--- src/rtl/message_framer.sv ---
// Snapshots NUM_FIELDS signed measurement fields plus signal type and streams them as a
// header/type/len/payload/xor-checksum byte frame. Optional build macro: COMPACT_FRAME_EN.
module message_framer #(
  parameter int unsigned DATA_WIDTH  = 14,
  parameter int unsigned NUM_FIELDS  = 6,
  parameter logic [7:0]  HEADER_BYTE = 8'hA5
) (
  input  logic                             clk,
  input  logic                             rst_n,
  input  logic                             meas_trig,
  input  logic                             out_trig,
  input  logic [2:0]                       signal_type,
  input  logic [NUM_FIELDS*DATA_WIDTH-1:0] fields_in,
  input  logic [NUM_FIELDS-1:0]            field_mask,
  output logic [7:0]                       tx_data,
  output logic                             tx_valid,
  input  logic                             tx_ready,
  output logic                             busy,
  output logic                             frame_done,
  output logic                             frame_abort,
  output logic [7:0]                       drop_cnt
);

  localparam int unsigned BPF     = (DATA_WIDTH + 7) / 8;
  localparam int unsigned EXT_W   = BPF * 8;
  localparam int unsigned FLD_W   = NUM_FIELDS * DATA_WIDTH;
  localparam logic [2:0]  TYPE_NA = 3'b100;
  localparam logic [1:0]  BIDX_LAST = 2'(BPF - 1);
`ifdef COMPACT_FRAME_EN
  localparam logic [3:0]  NFLD_CLR = 4'd0;
`else
  localparam logic [3:0]  NFLD_CLR = 4'(NUM_FIELDS);
`endif

  typedef enum logic [2:0] {
    S_IDLE, S_HDR, S_TYPE, S_LEN, S_PAYLOAD, S_CKSUM
  } state_e;

  state_e           state_q, state_d;
  logic [FLD_W-1:0] fields_q, fields_d;
  logic [3:0]       nfld_q, nfld_d;
  logic [2:0]       type_q, type_d;
  logic [3:0]       fidx_q, fidx_d;
  logic [1:0]       bidx_q, bidx_d;
  logic [7:0]       cksum_q, cksum_d;
  logic             abort_q, abort_d;
  logic [7:0]       tx_data_q, tx_data_d;
  logic             tx_valid_q, tx_valid_d;
  logic             busy_q;
  logic             done_q, done_d;
  logic             abrt_q, abrt_d;
  logic [7:0]       drop_q, drop_d;

  logic [FLD_W-1:0] pack_fields;
  logic [3:0]       pack_n;
  logic [7:0]       len_byte;
  logic [7:0]       pay_byte;
  logic             xfer;

  // Sign-extend field fi of the snapshot to BPF bytes and return byte bi, MSB byte first.
  function automatic logic [7:0] pick_byte(input logic [FLD_W-1:0] f,
                                           input logic [3:0] fi, input logic [1:0] bi);
    logic [DATA_WIDTH-1:0] raw;
    logic [EXT_W-1:0]      ext;
    raw = f[int'(fi)*DATA_WIDTH +: DATA_WIDTH];
    ext = EXT_W'($signed(raw));
    return ext[(BPF - 1 - int'(bi))*8 +: 8];
  endfunction

  // Snapshot is stored pre-masked (and packed in compact mode) so the payload walk needs no mask.
  always_comb begin
    pack_fields = '0;
    pack_n      = '0;
`ifdef COMPACT_FRAME_EN
    for (int unsigned k = 0; k < NUM_FIELDS; k++) begin
      if (field_mask[k]) begin
        pack_fields[int'(pack_n)*DATA_WIDTH +: DATA_WIDTH] = fields_in[k*DATA_WIDTH +: DATA_WIDTH];
        pack_n = pack_n + 4'd1;
      end
    end
`else
    for (int unsigned k = 0; k < NUM_FIELDS; k++) begin
      if (field_mask[k]) begin
        pack_fields[k*DATA_WIDTH +: DATA_WIDTH] = fields_in[k*DATA_WIDTH +: DATA_WIDTH];
      end
    end
    pack_n = 4'(NUM_FIELDS);
`endif
  end

  assign len_byte = 8'(32'(nfld_q) * BPF);
  assign xfer     = tx_valid_q && tx_ready;

  always_comb begin
    state_d    = state_q;
    fields_d   = fields_q;
    nfld_d     = nfld_q;
    type_d     = type_q;
    fidx_d     = fidx_q;
    bidx_d     = bidx_q;
    cksum_d    = cksum_q;
    abort_d    = abort_q;
    tx_data_d  = tx_data_q;
    tx_valid_d = tx_valid_q;
    done_d     = 1'b0;
    abrt_d     = 1'b0;
    drop_d     = drop_q;
    pay_byte   = 8'h00;

    if (state_q == S_IDLE) begin
      if (meas_trig) begin
        fields_d = '0;
        nfld_d   = NFLD_CLR;
        type_d   = TYPE_NA;
      end else if (out_trig) begin
        fields_d   = pack_fields;
        nfld_d     = pack_n;
        type_d     = signal_type;
        fidx_d     = 4'd0;
        bidx_d     = 2'd0;
        cksum_d    = 8'h00;
        tx_data_d  = HEADER_BYTE;
        tx_valid_d = 1'b1;
        state_d    = S_HDR;
      end
    end else begin
      if (out_trig && drop_q != 8'hFF) drop_d = drop_q + 8'd1;
      if (meas_trig) abort_d = 1'b1;
      if (xfer) begin
        if (abort_q || meas_trig) begin
          state_d    = S_IDLE;
          tx_valid_d = 1'b0;
          abrt_d     = 1'b1;
          abort_d    = 1'b0;
          fidx_d     = 4'd0;
          bidx_d     = 2'd0;
          fields_d   = '0;
          nfld_d     = NFLD_CLR;
          type_d     = TYPE_NA;
        end else begin
          case (state_q)
            S_HDR: begin
              state_d   = S_TYPE;
              tx_data_d = {5'b0, type_q};
              cksum_d   = {5'b0, type_q};
            end
            S_TYPE: begin
              state_d   = S_LEN;
              tx_data_d = len_byte;
              cksum_d   = cksum_q ^ len_byte;
            end
            S_LEN: begin
              if (nfld_q == 4'd0) begin
                state_d   = S_CKSUM;
                tx_data_d = cksum_q;
              end else begin
                state_d   = S_PAYLOAD;
                pay_byte  = pick_byte(fields_q, 4'd0, 2'd0);
                tx_data_d = pay_byte;
                cksum_d   = cksum_q ^ pay_byte;
              end
            end
            S_PAYLOAD: begin
              if (bidx_q == BIDX_LAST && fidx_q == nfld_q - 4'd1) begin
                fidx_d    = 4'd0;
                bidx_d    = 2'd0;
                state_d   = S_CKSUM;
                tx_data_d = cksum_q;
              end else begin
                if (bidx_q == BIDX_LAST) begin
                  fidx_d = fidx_q + 4'd1;
                  bidx_d = 2'd0;
                end else begin
                  bidx_d = bidx_q + 2'd1;
                end
                pay_byte  = pick_byte(fields_q, fidx_d, bidx_d);
                tx_data_d = pay_byte;
                cksum_d   = cksum_q ^ pay_byte;
              end
            end
            S_CKSUM: begin
              state_d    = S_IDLE;
              tx_valid_d = 1'b0;
              done_d     = 1'b1;
            end
            default: state_d = S_IDLE;
          endcase
        end
      end
    end
  end

  always_ff @(posedge clk or negedge rst_n) begin
    if (!rst_n) begin
      state_q    <= S_IDLE;
      fields_q   <= '0;
      nfld_q     <= NFLD_CLR;
      type_q     <= TYPE_NA;
      fidx_q     <= 4'd0;
      bidx_q     <= 2'd0;
      cksum_q    <= 8'h00;
      abort_q    <= 1'b0;
      tx_data_q  <= 8'h00;
      tx_valid_q <= 1'b0;
      busy_q     <= 1'b0;
      done_q     <= 1'b0;
      abrt_q     <= 1'b0;
      drop_q     <= 8'h00;
    end else begin
      state_q    <= state_d;
      fields_q   <= fields_d;
      nfld_q     <= nfld_d;
      type_q     <= type_d;
      fidx_q     <= fidx_d;
      bidx_q     <= bidx_d;
      cksum_q    <= cksum_d;
      abort_q    <= abort_d;
      tx_data_q  <= tx_data_d;
      tx_valid_q <= tx_valid_d;
      busy_q     <= (state_d != S_IDLE);
      done_q     <= done_d;
      abrt_q     <= abrt_d;
      drop_q     <= drop_d;
    end
  end

  assign tx_data     = tx_data_q;
  assign tx_valid    = tx_valid_q;
  assign busy        = busy_q;
  assign frame_done  = done_q;
  assign frame_abort = abrt_q;
  assign drop_cnt    = drop_q;

endmodule
--- config.mk ---
export PLATFORM = sky130hd
export DESIGN_NAME = message_framer
export DESIGN_NICKNAME = d
export VERILOG_FILES = /design/src/rtl/message_framer.sv
export SDC_FILE = /design/constraint.sdc
export NUM_CORES = 1
export LEC_CHECK = 0
export CAP_MARGIN = 20
export CORE_MARGIN = 2
export CORE_UTILIZATION = 50
export DETAILED_ROUTE_END_ITERATION = 12
export GPL_ROUTABILITY_DRIVEN = 0
export HOLD_SLACK_MARGIN = 0.15
export PLACE_DENSITY = 0.81
export SLEW_MARGIN = 5
export SYNTH_ARGS = -nofsm -noshare
export SYNTH_HDL_FRONTEND = slang
export SYNTH_SLANG_ARGS = --single-unit
--- constraint.sdc ---
create_clock -name clk -period 7.5 [get_ports clk]
set_clock_uncertainty 0.15 [all_clocks]
set_input_delay 1.125 -clock clk [delete_from_list [all_inputs] [get_ports clk]]
set_output_delay 1.125 -clock clk [all_outputs]
set_load 0.01 [all_outputs]
==> results of run 1 <==
-- how the worst max path moves through the flow --
stage,start,end,slack (ns),cells after the start
2_1_floorplan,meas_trig,cksum_q[2],4.62,7
3_3_place_gp,fidx_q[1],cksum_q[6],3.61,9
3_5_place_dp,fidx_q[1],tx_data[5],3.35,9
4_1_cts,fidx_q[1],tx_data[5],3.37,9
5_1_grt,fidx_q[1],tx_data[5],2.98,9
6_report,fidx_q[1],cksum_q[7],3.27,9
-- cells by family after synthesis --
group / after synthesis
compound gates: 236
mux: 45
buf+inv: 62
flops: 125
simple gates: 156
fa+ha+maj: 3
xor+xnor: 13
-- per-layer routing --
| layer | global-route usage | vias up | share of wire |
|---|---|---|---|
| met4 | 0.146 | 0 | 0.046 |
| met2 | 0.441 | 395 | 0.46 |
| met1 | 0.379 | 2862 | 0.40 |
| li1 | - | 2625 | - |
| met5 | 0 | - | 0 |
| met3 | 0.0694 | 71 | 0.090 |
-- synth_stat cells, types with 7 or more instances --
library cell | count | area (um^2)
sky130_fd_sc_hd__and3_1 | 8 | 50.1
sky130_fd_sc_hd__mux2i_1 | 27 | 270
sky130_fd_sc_hd__nor2b_1 | 10 | 62.6
sky130_fd_sc_hd__buf_1 | 11 | 41.3
sky130_fd_sc_hd__o31ai_1 | 7 | 52.6
sky130_fd_sc_hd__mux2_2 | 10 | 113
sky130_fd_sc_hd__a21oi_1 | 34 | 170
sky130_fd_sc_hd__clkbuf_1 | 22 | 82.6
sky130_fd_sc_hd__xnor2_1 | 7 | 61.3
sky130_fd_sc_hd__nor3_1 | 14 | 70.1
sky130_fd_sc_hd__nand3_1 | 18 | 90.1
sky130_fd_sc_hd__dfrtp_1 | 124 | 3100
sky130_fd_sc_hd__o22ai_1 | 8 | 50.1
sky130_fd_sc_hd__inv_1 | 11 | 41.3
sky130_fd_sc_hd__nand2_1 | 46 | 173
sky130_fd_sc_hd__a22o_1 | 88 | 771
sky130_fd_sc_hd__o21ai_0 | 34 | 170
sky130_fd_sc_hd__nor2_1 | 30 | 113
sky130_fd_sc_hd__buf_2 | 11 | 55.1
-- power groups by stage --
stage | clock network (mW) | logic, mW | registers, mW
detailed placement | 0 | 1.02 | 1.01
global placement | 0 | 0.985 | 1.00
global route | 0.929 | 1.13 | 1.03
floorplan | 0 | 0.767 | 0.924
finish | 0.888 | 1.04 | 1.02
CTS | 0.897 | 1.03 | 1.01
-- layout make-up --
type                    instances  share of cell area
multi-input cells             453               0.385
flip-flops and latches        125               0.368
repair buffers                122               0.141
clock buffers                  20              0.0525
well taps                     176              0.0259
clock inverters                12              0.0226
inverters                      11             0.00485
-- critical path: cells and delay by family (launching register included) --
family / cells / cell delay (ns)
adders and majority gates: 1 / 0.54
and+or+nand+nor: 3 / 0.52
DFF: 1 / 0.85
AOI/OAI and AO/OA: 3 / 1.31
muxes: 1 / 0.43
buffers and inverters: 1 / 0.29
-- registers in the layout (all words and copies together), names as in the netlist, 2 cells and up --
register / cells
type_q: 3
drop_cnt: 8
bidx_q: 2
fidx_q: 4
fields_q: 84
state_q: 3
tx_data: 8
cksum_q: 8
==> metrics list, run 1 <==
- The floorplan step set the die height to 120 um.
- Cells along the critical path: inv_1 -> ha_1 -> nand3b_2 -> a21boi_1 -> mux4_2 -> o2bb2ai_2 -> a211oi_1 -> or4_1 -> nand3_1
- Final hold analysis gives a worst-case slack of 0.351 ns.
- Post-CTS Setup Inserts: 0
- The library cells used most frequently in the layout, excluding fill and tap cells, are sky130_fd_sc_hd__dfrtp_1 (124), sky130_fd_sc_hd__clkdlybuf4s50_1 (116), sky130_fd_sc_hd__a22o_1 (88).
* Total net switching power: 1.10 mW
- Count of state elements after synthesis: 125
- Simple-gate area share of the yosys netlist: 0.116
- The worst setup path is launched from a flip-flop.
* Final Slew Violations: 0
- PwrDens: 346 mW/mm^2
- Global route overflow: 0
- Sequential fraction of design power: 0.345
- Final wirelength: 19900 um
* Drt first-iter violations: 790
* Cell at the slowest stage of the critical path: sky130_fd_sc_hd__dfrtp_1
- Data on the critical path arrives at its endpoint at 4.37 ns.
- Via density per instance: 6.48
- By area, the combinational part of the netlist is dominated by compound AO/OA/AOI/OAI gates.
- Leaving out fill and tap cells, the most frequent cell in the layout is sky130_fd_sc_hd__dfrtp_1.
- For this configuration, the core starts out at a cell density of 0.508.
- Along the worst path, the maximum fanout reaches 22.
* Outcome: finished clean
- Maximum number of pins on one net before global-route repair: 74
- The tree is rooted in a sky130_fd_sc_hd__clkbuf_16.
- Internal power: 1.85 mW
* Max Freq: 0.237 GHz
* Num rows: 42
* Clock tree sinks: 125
* Global-route total usage across every layer: 0.286
- Vias: 5953
- # placed instances: 886
* Placed wire-length estimate: 14100 um
* Synthesized-area fraction occupied by ao, oa, aoi and oai cells: 0.265
- Post-synthesis adder-cell area fraction: 0.00563
- The number of nets in the synthesized netlist is 741.
* Total Negative Setup Slacks: 0 ns
- Comb power frac: 0.354
* Beginning of the worst register-to-register path: fidx_q[1]
- Part of the power in the clock network: 0.301
* Antenna violations before repair: 0
- Beginning of the worst hold path: drop_cnt[5]
- After detailed routing, the average wire length per cell comes to 21.6 um.
- Slew @ Worst Pin: 0.936 ns
- Among all flip-flop cells after synthesis, the most frequent one is sky130_fd_sc_hd__dfrtp_1.
- Horiz. Die Dim: 120 um
- In this run the standard cell core region covers 0.0131 mm^2.
- Multi-input gate area in the final layout: 0.00328 mm^2
- The worst register-to-register path ends at cksum_q[7].
* Non-filler cells in the finished layout: 919
- The cell area that synthesis handed to floorplanning was 0.00667 mm^2.
* Largest stage delay on the critical path: 0.85 ns
* Switching share of power: 0.373
- Number of H-tree levels: 4
- Synth async-reset ratio: 1.00
* Number of distinct library cell variants in the gate-level netlist after synthesis: 68
- Source-to-sink clock delay at the later pin of the worst-skew pair: 0.42 ns
* Final net count: 831
- Once placement finished, the instance area stood at 0.00787 mm^2.
- Yosys mapped a number of flops with a built-in enable equal to 0.
* Min-Delay Path Class: reg2reg
- Antenna Diode Count: 0
- Number of warning messages in the yosys log: 0
- Final cell utilization of the core: 0.648
- Along the worst hold path, the cell count comes to 1.
- Final period util: 0.564
- Max-cap violations in this run came to 0.
* Logic depth of the worst register-to-register path: 9
* Post-synthesis instance total: 640
- End point of the most critical hold path: drop_cnt[5]
* Global-route wire length before repair: 31700 um
* Final number of hold-violating endpoints: 0
* Worst setup slack for register-to-register paths: 3.27 ns
- After layout, the worst setup slack is 3.27 ns.
- DR pass1 iterations: 6
* Layout cells sized above 1: 0.0888
* Xor/xnor cell area share of the yosys netlist: 0.0227
- Final total power: 2.95 mW
* Synthesized area per cell: 10.4 um^2
- Area added between synthesis and finish: 27.6%
- Registers take 0.00313 mm^2.
- The number of global-route vias before repair was 5762.
- Full die area: 0.0143 mm^2
- Gates resized during post-CTS repair numbered 0.
- Counting the buffers created by CTS gives 17.
- Number of placed I/O pins: 118
- Antenna-violating nets left: 0
- Final count of negative-setup-slack endpoints: 0
- The worst pin sits at a relative slew slack of 0.374.
- Of the synthesized area, sequential elements account for 0.469.
- The clock passes through at most 2 buffers.
* Critical path start-end classification: reg2reg
- Fill count: 1068
- The portion of synthesized area spent on multiplexers is 0.0810.
* Worst Setup Slack post-DPL: 3.35 ns
* Design Area, Final: 0.00851 mm^2
- Across the VDD grid, the largest voltage drop is 186 uV.
- TritonCTS clock tree: yes
* Clock-pin slew of the registers on the worst-case setup and hold paths: 0.05 ns
* Unrepaired setup endpoints after global routing: no
- IO Port Bufs: 117
* Worst Path Required: 7.65 ns
- # hold bufs at CTS: 0
- In this run the static leakage power is 3.66 nW.
* Critical Path Sink Type: flip-flop
- DRC violation count after routing: 0
* Shortest period the worst path allows: 4.23 ns
(Power assumes the default switching activity.)
==> run 2, diff against run 1 <==
--- a/config.mk
+++ b/config.mk
@@ -7,11 +7,11 @@
 export LEC_CHECK = 0
 export CAP_MARGIN = 20
 export CORE_MARGIN = 2
-export CORE_UTILIZATION = 50
+export CORE_UTILIZATION = 48
 export DETAILED_ROUTE_END_ITERATION = 12
 export GPL_ROUTABILITY_DRIVEN = 0
 export HOLD_SLACK_MARGIN = 0.15
-export PLACE_DENSITY = 0.81
+export PLACE_DENSITY = 0.82
 export SLEW_MARGIN = 5
 export SYNTH_ARGS = -nofsm -noshare
 export SYNTH_HDL_FRONTEND = slang
==> constraint.sdc (replaced) <==
create_clock -name clk -period 3.8 [get_ports clk]
set_clock_uncertainty 0.15 [all_clocks]
set_input_delay 0.57 -clock clk [delete_from_list [all_inputs] [get_ports clk]]
set_output_delay 0.57 -clock clk [all_outputs]
set_load 0.01 [all_outputs]
==> metrics list, run 2 (synthesized netlist as in run 1, its figures left out) <==
- The run finished with clean final reports.
- Via density per instance: 6.37
- The worst register-to-register path has a setup slack of 0.35 ns.
- In this run the critical register-to-register path is captured at cksum_q[2].
- Setup total negative slack on the finished layout was measured at 0 ns.
- In this run the tightest slew margin relative to its limit is 0.370.
* Placed wire-length estimate: 13500 um
* Critical Path Sink Type: flip-flop
* Final number of hold-violating endpoints: 0
* CTS max path bufs: 2
- TritonCTS built the clock tree.
- Number of placed I/O pins: 118
- The area growth from synthesis to layout is 28.4%.
- The detail route stage leaves a number of antenna-violating nets equal to 0.
- After clock tree synthesis, the clock-pin slew on the worst setup and hold paths is 0.06 ns.
- Horiz. Die Dim: 122 um
* Final net count: 836
- The tool flagged a number of max-cap violations equal to 0.
* Final wirelength: 18800 um
* Min-Delay Path Class: in2async
- DRC violation count after routing: 0
- In the final routed layout, each cell accounts on average for 20.2 um.
* Global-route wire length before repair: 30600 um
- Full die area: 0.0149 mm^2
- The pre-antenna-repair detailed-routing pass consisted of 6 iterations.
* Leading cell type in the layout, fill and taps excluded: sky130_fd_sc_hd__dfrtp_1
- Setup violations remaining at the end of the flow were counted as 0.
* Num rows: 43
- The clock period could shrink to 3.45 ns.
- At the pin with the least slew margin, the transition time is 0.945 ns.
* Leakage power figure: 3.69 nW
- Logic depth of the worst register-to-register path: 7
- Layout cells sized above 1: 0.0949
- 0 antenna diodes ended up in the layout.
- Area used by sequential logic in the layout: 0.00313 mm^2
- IO Port Bufs: 117
- Inserted Clock Buffers: 17
- Source-to-sink clock delay at the later pin of the worst-skew pair: 0.42 ns
* Y dimension of the die: 122 um
- The register with the most flip-flops in the layout has 84 of them.
* CP Launch Type: flip-flop
- Peak supply drop: 393 uV
* Total core area: 0.0137 mm^2
- Starting utilization of the core area: 0.486
- For this design, the CTS-stage hold fixing added 0 buffers.
- In this run, post-CTS repair resized a total of 0 instances.
* Vias: 5915
* Unrepaired setup endpoints after global routing: no
- Global-route total usage across every layer: 0.269
* Final Slew Violations: 0
- Antenna violations before repair: 0
* Most flop-heavy register: fields_q
- The worst register-to-register path begins at state_q[1].
- Drt first-iter violations: 769
* Max Freq: 0.290 GHz
- PwrDens: 673 mW/mm^2
- Counting the fill cells in the layout gives 1079.
* Final period util: 0.908
- Clock tree sinks: 125
* Worst Setup Slack post-DPL: 0.354 ns
- Along the worst path, the maximum fanout reaches 21.
- In the layout the commonest cells are sky130_fd_sc_hd__dfrtp_1 (124), sky130_fd_sc_hd__clkdlybuf4s50_1 (116), sky130_fd_sc_hd__a22o_1 (88).
- Clock root buffer: sky130_fd_sc_hd__clkbuf_16
- Number of H-tree levels: 4
- The multi-input combinational cells in the finished layout cover a total of 0.00328 mm^2.
- Data arrives at the worst endpoint at 3.61 ns.
- Once routing completed, OpenROAD measured the worst setup slack at 0.350 ns.
* Critical path start-end classification: reg2reg
* Source of the critical timing path: state_q[1]
* Post-CTS Setup Inserts: 0
- Vias in the first global route: 5803
* Worst Path Required: 3.96 ns
* Maximum number of pins on one net before global-route repair: 80
* Global route overflow: 0
[run 2: cell count changes in the layout (fill, tap and decap cells not counted), sizes merged]
cell	before	now
clkbuf	20	21
clkinvlp	3	2
inv	11	12
bufinv	5	4
buf	6	11
[run 2: per-stage QoR]
stage	hold WS, ns	area (um^2)	total power, mW	std cells	utilization
6_report	0.152	8570	5.76	928	0.625
5_1_grt	0.228	8570	6.08	928	0.625
4_1_cts	0.181	8570	5.75	928	0.625
3_5_place_dp	0.334	7950	4.03	896	0.579
3_3_place_gp	0.330	7950	3.94	896	0.579
2_1_floorplan	0.124	6670	3.34	640	-
[run 2: report_power, final]
group | switching (mW) | leakage (nW) | internal [mW]
clock | 0.580 | 0.303 | 1.13
combinational | 1.24 | 1.71 | 0.892
sequential | 0.309 | 1.68 | 1.62
total | 2.13 | 3.69 | 3.64
[run 2: worst max-delay path, stage by stage (launching register included)]
cell and delay, ns:
sky130_fd_sc_hd__dfrtp_1 0.61, sky130_fd_sc_hd__nor3_2 0.69, sky130_fd_sc_hd__mux2i_1 0.43, sky130_fd_sc_hd__a21o_1 0.52, sky130_fd_sc_hd__o21ai_0 0.21, sky130_fd_sc_hd__a222oi_1 0.27, sky130_fd_sc_hd__o21ai_0 0.14, sky130_fd_sc_hd__mux2_1 0.30
[run 2: how the worst max path moves through the flow]
stage | endpoint | slack [ns] | cells after the start
global placement | cksum_q[2] | 0.52 | 8
floorplan | cksum_q[2] | 1.23 | 9
global route | cksum_q[2] | 0.09 | 7
CTS | cksum_q[2] | 0.41 | 7
detailed placement | cksum_q[2] | 0.35 | 8
finish | cksum_q[2] | 0.35 | 7
[run 2: per-layer routing]
| metal | track usage | wire [um] |
|---|---|---|
| met1 | 0.351 | 7420 |
| met2 | 0.431 | 9190 |
| met3 | 0.0637 | 1550 |
| met4 | 0.116 | 630 |
| met5 | 0 | 0 |
[run 2: final cells by class]
class | instances | share of cell area
multi-input combinational | 453 | 0.383
clock buffer | 21 | 0.0537
tap | 180 | 0.0263
sequential | 125 | 0.365
timing repair buffer | 127 | 0.148
inverter | 11 | 0.00482
clock inverter | 11 | 0.0191
==> RTL change: new RTL, settings of run 2 <==
Reset style: synchronous (`rst_n`), changed in one clocked block.
--- a/src/rtl/message_framer.sv
+++ b/src/rtl/message_framer.sv
@@ -190,7 +190,7 @@
     end
   end
 
-  always_ff @(posedge clk or negedge rst_n) begin
+  always_ff @(posedge clk) begin
     if (!rst_n) begin
       state_q    <= S_IDLE;
       fields_q   <= '0;
Behaviour: differs if rst_n is asserted again (counterexample within 4 cycles, from zero or initial values and one cycle with rst_n low); with rst_n held inactive, the same outputs for 4 cycles.
==> RTL change against run 2 <==
- worst setup slack improved by 0.33 ns
- area after synthesis fell by 6.0%
- die area fell by 5.8%
- sequential cell count did not move
- critical path depth rose by 3
- cell area fell by 5.1%
- core utilization rose by 1.7 points
- final cell count rose by 17%
- routed wire length rose by 3.0%
- global-route usage rose by 0.84 points
- critical endpoint is now cksum_q[1]$_SDFFE_PN0P_
- hold slack improved by 0.15 ns
Power is not compared: it rests on default switching activity, and its combinational part moved more than twofold at a synthesized area within 25%.
==> RTL change: results (changes against run 2) <==
{
  "status": {"value": "completed"},
  "post_route_cells_drive_above_1_share": {"value": 6.76, "unit": "%", "change": "-2.7 points"},
  "yosys-mux-area-fraction": {"value": 5.60, "unit": "%", "change": "-2.5 points"},
  "final.signal_inverter_count": {"value": 9, "change": "-2"},
  "clock_area_share": {"value": 7.52, "unit": "%", "change": "+0.24 points"},
  "async_flop_share": {"value": 0, "unit": "%", "change": "-100 points"},
  "routed-via-count": {"value": 6562, "change": "+11%"},
  "ff_latch_area": {"value": 2500, "unit": "µm²", "change": "-20%"},
  "postRouteWirelength": {"value": 19400, "unit": "µm", "change": "+3.0%"},
  "placedCellCount": {"value": 1059, "change": "+18%"},
  "r2r-end": {"value": "cksum_q[1]$_SDFFE_PN0P_"},
  "pre_cts_ws": {"value": 0.583, "unit": "ns", "change": "+0.230 ns"},
  "grt_max_degree": {"value": 86, "change": "+7.5%"},
  "synth.net_count": {"value": 917, "change": "+24%"},
  "cpPeakStageDelay": {"value": 0.49, "unit": "ns", "change": "-0.20 ns"},
  "holdCritPathClass": {"value": "reg -> reg"},
  "worst_ep_arrival_time": {"value": 3.32, "unit": "ns", "change": "-0.29 ns"},
  "final.clkbuf_count": {"value": 19, "change": "-9.5%"},
  "wl_met2": {"value": 8900, "unit": "µm", "change": "-3.2%"},
  "dominantRegCellSynth": {"value": "sky130_fd_sc_hd__dfxtp_1"},
  "yosysSeqAreaShare": {"value": 39.9, "unit": "%", "change": "-7.0 points"},
  "drt-vias-per-instance": {"value": 6.03, "change": "-5.5%"},
  "share_of_synthesized_cell_area_in_full_adder_half_adder_and_majority_cells": {"value": 0.598, "unit": "%", "change": "+0.036 points"},
  "postPlaceCellArea": {"value": 7520, "unit": "µm²", "change": "-5.3%"},
  "fin_hold_ws": {"value": 0.306, "unit": "ns", "change": "+0.155 ns"}
}
==> RTL change: cell count changes after synthesis, moves of 10 or more <==
| cell | delta |
|---|---|
| sky130_fd_sc_hd__a22o_1 | -87 |
| sky130_fd_sc_hd__clkbuf_1 | +10 |
| sky130_fd_sc_hd__nand2_1 | +83 |
| sky130_fd_sc_hd__a21oi_1 | +97 |
| sky130_fd_sc_hd__nor2_1 | +24 |
| sky130_fd_sc_hd__nand3_1 | +88 |
| sky130_fd_sc_hd__dfrtp_1 | -124 |
| sky130_fd_sc_hd__dfxtp_1 | +125 |
==> RTL change: worst max-delay path: cells and delay by family (launching register included) <==
kind                       cells  cell delay [ns]
AOI/OAI and AO/OA              4             0.88
and+or+nand+nor                3             0.60
DFF                            1             0.49
adders and majority gates      1             0.40
muxes                          1             0.34
buffers and inverters          1             0.19
==> RTL change: metal layers <==
layer  track usage [%]  up-vias
li1                  -     3084
met1              35.1     3019
met2              43.0      384
met3              8.35       75
met4              13.6        0
met5                 0        -
